$ cat src/rtl/icache_pkg.sv
// Shared parameters and types for the instruction-cache fill controller.
package icache_pkg;

  localparam int unsigned TAG_W  = 9;
  localparam int unsigned IDX_W  = 4;
  localparam int unsigned OFF_W  = 2;
  localparam int unsigned LINES  = 16;
  localparam int unsigned WORDS  = 4;
  localparam int unsigned DATA_W = 16;

  typedef enum logic [1:0] {
    StIdle,
    StFill,
    StResp
  } state_e;

  // Flat word index into the data store.
  function automatic logic [IDX_W+OFF_W-1:0] word_sel(logic [IDX_W-1:0] idx,
                                                      logic [OFF_W-1:0] off);
    return {idx, off};
  endfunction

endpackage

$ cat src/rtl/icache_array.sv
// Valid/tag/data storage for a direct-mapped cache: one combinational read port,
// one word-write port, and a line-install strobe that sets valid and tag.
module icache_array
  import icache_pkg::*;
(
  input  logic              clk_i,
  input  logic              rst_i,
  input  logic [IDX_W-1:0]  rd_idx_i,
  input  logic [OFF_W-1:0]  rd_off_i,
  output logic              rd_valid_o,
  output logic [TAG_W-1:0]  rd_tag_o,
  output logic [DATA_W-1:0] rd_data_o,
  input  logic              wr_en_i,
  input  logic [IDX_W-1:0]  wr_idx_i,
  input  logic [OFF_W-1:0]  wr_off_i,
  input  logic [DATA_W-1:0] wr_data_i,
  input  logic              install_i,
  input  logic [TAG_W-1:0]  install_tag_i
);

  logic [LINES-1:0]  valid_q, valid_d;
  logic [TAG_W-1:0]  tag_q  [LINES];
  logic [DATA_W-1:0] data_q [LINES*WORDS];

  always_comb begin
    valid_d = valid_q;
    if (install_i) valid_d[wr_idx_i] = 1'b1;
  end

  always_ff @(posedge clk_i or posedge rst_i) begin
    if (rst_i) valid_q <= '0;
    else       valid_q <= valid_d;
  end

  // Tag and data contents survive reset; only the valid bits are cleared.
  always_ff @(posedge clk_i) begin
    if (wr_en_i)   data_q[word_sel(wr_idx_i, wr_off_i)] <= wr_data_i;
    if (install_i) tag_q[wr_idx_i] <= install_tag_i;
  end

  assign rd_valid_o = valid_q[rd_idx_i];
  assign rd_tag_o   = tag_q[rd_idx_i];
  assign rd_data_o  = data_q[word_sel(rd_idx_i, rd_off_i)];

endmodule

$ cat src/rtl/icache_fill_ctrl.sv
// Instruction-side cache controller: serves hits in the request cycle and fills
// whole 4-word lines from backing memory on a miss.
module icache_fill_ctrl
  import icache_pkg::*;
(
  input  logic        clk,
  input  logic        rst,
  input  logic [15:0] Addr,
  input  logic        Rd,
  input  logic        Wr,
  input  logic [15:0] DataIn,
  input  logic        createdump,
  output logic [15:0] DataOut,
  output logic        Done,
  output logic        Stall,
  output logic        CacheHit,
  output logic        err,
  output logic [15:0] mem_addr,
  output logic        mem_rd,
  input  logic [15:0] mem_rdata,
  input  logic        mem_valid
);

  state_e           state_q, state_d;
  logic [15:0]      addr_q, addr_d;
  logic [OFF_W-1:0] cnt_q, cnt_d;

  logic              rd_valid;
  logic [TAG_W-1:0]  rd_tag;
  logic [DATA_W-1:0] rd_data;
  logic [IDX_W-1:0]  rd_idx;
  logic [OFF_W-1:0]  rd_off;
  logic              wr_en, install;
  logic              req_legal, hit;

  logic        done_c, stall_c, hit_c, err_c, mem_rd_c;
  logic [15:0] dout_c, mem_addr_c;

  logic unused_inputs;
  assign unused_inputs = ^{DataIn, createdump};

  // Idle looks up the incoming address; Fill/Resp look up the latched one.
  assign rd_idx = (state_q == StIdle) ? Addr[6:3] : addr_q[6:3];
  assign rd_off = (state_q == StIdle) ? Addr[2:1] : addr_q[2:1];

  assign req_legal = Rd & ~Wr & ~Addr[0];
  assign hit       = rd_valid & (rd_tag == Addr[15:7]);
  assign wr_en     = (state_q == StFill) & mem_valid;
  assign install   = wr_en & (cnt_q == 2'd3);

  icache_array u_array (
    .clk_i         (clk),
    .rst_i         (rst),
    .rd_idx_i      (rd_idx),
    .rd_off_i      (rd_off),
    .rd_valid_o    (rd_valid),
    .rd_tag_o      (rd_tag),
    .rd_data_o     (rd_data),
    .wr_en_i       (wr_en),
    .wr_idx_i      (addr_q[6:3]),
    .wr_off_i      (cnt_q),
    .wr_data_i     (mem_rdata),
    .install_i     (install),
    .install_tag_i (addr_q[15:7])
  );

  always_comb begin
    state_d = state_q;
    addr_d  = addr_q;
    cnt_d   = cnt_q;
    unique case (state_q)
      StIdle: begin
        if (req_legal && !hit) begin
          addr_d  = Addr;
          cnt_d   = '0;
          state_d = StFill;
        end
      end
      StFill: begin
        if (mem_valid) begin
          cnt_d = cnt_q + 1'b1;
          if (cnt_q == 2'd3) state_d = StResp;
        end
      end
      StResp:  state_d = StIdle;
      default: state_d = StIdle;
    endcase
  end

  always_ff @(posedge clk or posedge rst) begin
    if (rst) begin
      state_q <= StIdle;
      addr_q  <= '0;
      cnt_q   <= '0;
    end else begin
      state_q <= state_d;
      addr_q  <= addr_d;
      cnt_q   <= cnt_d;
    end
  end

  always_comb begin
    done_c     = 1'b0;
    stall_c    = 1'b0;
    hit_c      = 1'b0;
    err_c      = 1'b0;
    mem_rd_c   = 1'b0;
    dout_c     = '0;
    mem_addr_c = '0;
    unique case (state_q)
      StIdle: begin
        err_c = Wr | (Rd & Addr[0]);
        if (req_legal) begin
          if (hit) begin
            done_c = 1'b1;
            hit_c  = 1'b1;
            dout_c = rd_data;
          end else begin
            stall_c = 1'b1;
          end
        end
      end
      StFill: begin
        stall_c    = 1'b1;
        mem_rd_c   = 1'b1;
        mem_addr_c = {addr_q[15:3], cnt_q, 1'b0};
      end
      StResp: begin
        dout_c = rd_data;
        done_c = Rd & (Addr == addr_q);
      end
      default: ;
    endcase
  end

  // Outputs are forced quiet for as long as reset is held.
  assign Done     = ~rst & done_c;
  assign Stall    = ~rst & stall_c;
  assign CacheHit = ~rst & hit_c;
  assign err      = ~rst & err_c;
  assign mem_rd   = ~rst & mem_rd_c;
  assign DataOut  = rst ? '0 : dout_c;
  assign mem_addr = rst ? '0 : mem_addr_c;

endmodule

$ cat config.mk
export PLATFORM = sky130hd
export DESIGN_NAME = icache_fill_ctrl
export DESIGN_NICKNAME = d
export VERILOG_FILES = /design/src/rtl/icache_pkg.sv /design/src/rtl/icache_array.sv /design/src/rtl/icache_fill_ctrl.sv
export SDC_FILE = /design/constraint.sdc
export NUM_CORES = 2
export LEC_CHECK = 0
export ABC_CLOCK_PERIOD_IN_PS = 4650
export BUFFER_PORTS_ARGS = -buffer_cell sky130_fd_sc_hd__buf_4
export CORE_ASPECT_RATIO = 1.75
export CORE_MARGIN = 4
export CORE_UTILIZATION = 62
export CTS_BUF_LIST = sky130_fd_sc_hd__clkbuf_16
export DETAILED_ROUTE_END_ITERATION = 8
export PLACE_DENSITY = 0.89
export SLEW_MARGIN = 20
export SYNTH_ARGS = -nofsm -noshare
export SYNTH_HDL_FRONTEND = slang
export SYNTH_HIERARCHICAL = 1
export SYNTH_SLANG_ARGS = --single-unit
$ cat constraint.sdc
create_clock -name clk -period 4.65 [get_ports clk]
set_input_delay 0.2325 -clock clk [delete_from_list [all_inputs] [get_ports clk]]
set_output_delay 0.2325 -clock clk [all_outputs]
set_load 0.1 [all_outputs]
==> qor.csv <==
stage;metric;value;unit
status;status;complete, but fails checks;
status;failing checks;DRC, setup timing;
timing;Max Clock Skew;42.5;ps
route;total iterations of the first detailed-routing run;9;
timing;setup TNS;-4180;ps
clock_network;CTS Root Cell;clkbuf_16;
synthesis;mux share of post-synthesis cell area;0.181;
clock_network;total clock sinks;1204;
pwr;Pwr Total;0.0349;W
clock_network;Max Buffers Root-to-Sink;3;
place;Port Buffers;72;
synthesis;Synth area leaders;edfxtp_1 74%, mux4_2 14%, mux2i_1 2.7%, dfrtp_1 1.9%, nor2_1 0.75%;
clock_network;CTS tree;yes;
setup_path;element type at the critical path start;flop;
floorplan;I/O pin count;91;
setup_path;CP Max Fanout;16;
layout;# nets final;2442;
place;dpl cell area;49500;um^2
route;DRC;145;
route;DR vias/cell;7.86;
job;max cap viols;0;
timing;post-route minimum period;5220;ps
place;DPL Wire Length;69.1;mm
synthesis;Synth Cell Area;47200;um^2
timing;Max-slew headroom;0.201;
synthesis;area share of the largest cell type after synthesis;0.743;
timing;max-slew violation count;0;
timing;period utilization;1.12;
pwr;pwr/cell area;643;nW/um^2
floorplan;CORE AREA;75400;um^2
layout;fin area;54300;um^2
setup_path;Worst Setup Path Type;flop to output port;
setup_path;worst r2r dst;addr_q[6];
grt;largest net degree at the start of global routing;65;
synthesis;sequential cell area fraction in the yosys report;0.763;
synthesis;Avg Inst Size Synth;22.2;um^2
pwr;Clk pwr share;0.251;
synthesis;adder-cell share of the synthesized area;0.000265;
floorplan;die area;80700;um^2
floorplan;initial core utilization;0.626;
clock_network;Num CTS Buffers;94;
clock_network;Clock Pin Slew Worst Setup and Hold Paths;80;ps
grt;first-pass GRT wire length;205;mm
route;WL per Instance;44.0;um
setup_path;critical path required time;4420;ps
route;routed vias;27400;
setup_path;FF-to-FF path depth;11;
grt;vias in the first global route;26600;
pwr;leak pwr;17.8;nW
timing;Final Hold Viols;0;
synthesis;Synth cell types;55;
synthesis;#FFs+latches synth;1204;
route;DRT Wirelength;154;mm
pwr;Gate power share;0.379;
hold_path;Worst Hold End;u_array/data_q[52][0];
setup_path;crit end category;output port;
grt;GRT Util Overall;0.361;
layout;area grow syn2layout;15.1;%
pwr;Internal Dissipation;0.0224;W
layout;share of cells above drive strength 1;0.342;
timing;setup violators final;19;
synthesis;async set or reset register ratio after synthesis;0.0299;
synthesis;synth warn;6;
synthesis;simple-gate share of the synthesized area;0.0207;
hold_path;HP Start;mem_rdata[0];
route;Starting DRT DRC Count;6234;
synthesis;post-synth top area cell;edfxtp_1;
floorplan;Rows;133;
timing;Fmax achieved;0.192;GHz
timing;RSZ-0062 raised after global routing;true;
hold_path;worst hold path depth;1;
setup_path;CP Data Arrival Time;4980;ps
clock_network;Clk Latency, worst-skew pair;720;ps
layout;fillcell total;3660;
pwr;Peak VDD IR;0.000509;V
synthesis;main flop type after synthesis;edfxtp_1;
synthesis;EDFF count, synth;1168;
floorplan;chip width;217;um
place;GPL Wtd Cong;0.905;
synthesis;largest family of logic cells by synthesized area;multiplexers;
setup_path;setup slack, reg-to-reg;520;ps
grt;initial antenna violation count;10;
synthesis;net count after synthesis;2176;
synthesis;post-synthesis cell count;2121;
grt;Overflow after GRT;0;
synthesis;xor/xnor share of the synthesized area;0.00464;
route;post-route ant nets;0;
hold_path;Hold Path Class;primary input to flop;
pwr;NetSw;0.0125;W
pwr;Sw Share;0.359;
clock_network;# H-tree levels;3;
timing;Tightest Pin Transition;1190;ps
timing;PnR worst setup slack;-567;ps
pwr;Reg power frac;0.371;
floorplan;Die Ht;373;um
setup_path;r2r startpoint;state_q[1];
synthesis;Compound-Gate Fraction of Synth Area;0.0153;
## sequential cells by signal (all words and copies together) (netlist names)
| signal | flops |
|---|---|
| u_array/data_q | 1024 |
| u_array/tag_q | 144 |
| addr_q | 16 |
| u_array/valid_q | 16 |
| cnt_q | 2 |
| state_q | 2 |
## layer usage
layer,global-route usage,routed length [um],up-vias
met4,0.274,17800,0
li1,-,-,9407
met1,0.417,41500,13400
met3,0.115,21700,1089
met5,0,0,-
met2,0.564,72500,3492
## power groups by stage
stage	clock, W	combinational [W]	sequential (W)
5_1_grt	0.00921	0.0132	0.0130
6_report	0.00874	0.0132	0.0129
3_3_place_gp	0	0.00968	0.0130
4_1_cts	0.00857	0.0111	0.0128
3_5_place_dp	0	0.0101	0.0130
2_1_floorplan	0	0.00694	0.0129
## stage by stage
| stage | hold WS [ps] | std cells | utilization | worst slack, ps |
|---|---|---|---|---|
| 6_report | 99.4 | 3487 | 0.720 | -567 |
| 5_1_grt | 117 | 3482 | 0.720 | -487 |
| 3_5_place_dp | 396 | 3234 | 0.656 | 154 |
| 2_1_floorplan | 146 | 2121 | - | -516 |
| 3_3_place_gp | 364 | 3234 | 0.656 | 295 |
| 4_1_cts | 59.5 | 3459 | 0.711 | 4.05 |
## worst max-delay path by stage
stage / start / end / slack [ps] / depth (start not counted)
2_1_floorplan: state_q[1] / DataOut[10] / -520 / 12
3_3_place_gp: state_q[1] / DataOut[7] / 290 / 11
3_5_place_dp: state_q[1] / DataOut[7] / 150 / 11
4_1_cts: state_q[0] / DataOut[5] / 4 / 12
5_1_grt: state_q[1] / DataOut[6] / -490 / 12
6_report: state_q[1] / DataOut[6] / -570 / 12
## Yosys cell counts (6+ instances only)
master,n
a21boi_0,16
a22oi_1,10
and3_1,19
buf_2,40
buf_4,28
buf_6,14
clkbuf_1,24
dfrtp_1,36
edfxtp_1,1168
mux2_1,15
mux2_2,10
mux2i_1,126
mux4_1,10
mux4_2,298
nand2_1,30
nand2b_1,6
nand3_1,7
nor2_1,94
nor2b_1,8
nor4_1,7
o21ai_0,16
o21ai_1,18
o22ai_1,14
o311ai_1,10
or2_2,17
xor2_1,21
## critical path, stage by stage, from the launching register on
cell and delay (ps):
dfrtp_2 440, nor2_4 230, buf_12 160, buf_16 200
mux2_8 530, buf_4 310, mux4_2 390, mux2i_1 100
a22oi_1 710, o311ai_2 380, o21ai_2 220, a21boi_2 310
buf_8 240
## kinds of logic (layout without fill, tap and decap cells)
group,after synthesis,count (layout)
AO/OA/AOI/OAI,107,107
XOR/XNOR,25,25
adder cells (fa/ha/maj),1,1
buffers and inverters,118,456
flip-flops,1204,1204
multiplexers,459,469
other,1,7
AND/OR/NAND/NOR,206,206
## cells in the final DEF, fill, tap and decap left out, types with 9 or more instances in the layout
cell           count
or2_2             17
nor2_2            17
clkinv_1          19
mux2i_2           15
nor2_1            76
o21ai_2            9
o22ai_1           13
buf_4            216
edfxtp_1        1168
nand2_1           30
mux2i_1          106
buf_6             10
dlygate4sd3_1     17
xor2_1            19
mux2_1            15
buf_12            24
bufinv_16         15
dfrtp_1           33
a21boi_4          10
mux4_2           300
inv_1             13
o21ai_1           16
clkbuf_16         96
and3_1            19
clkinv_2          17
## cell type report
class / count / area (um^2) / area share
sequential: 1204 / 36000 / 0.663
multi-input combinational: 809 / 11200 / 0.207
timing repair buffer: 273 / 2510 / 0.0462
clock buffer: 95 / 2380 / 0.0438
tap: 1012 / 1270 / 0.0233
clock inverter: 83 / 872 / 0.0161
inverter: 5 / 18.8 / 0.000346
antenna: 6 / 15.0 / 0.000277
## repair_timing
action,CTS,global route
pin swaps,10,13
endpoints found under the setup margin,19,19
buffers inserted,21,22
gates resized for setup,70,115
endpoints found under the hold margin,55,0
hold buffers,17,0
gates cloned,9,3
Note: power is estimated with default switching activity, not from simulation.
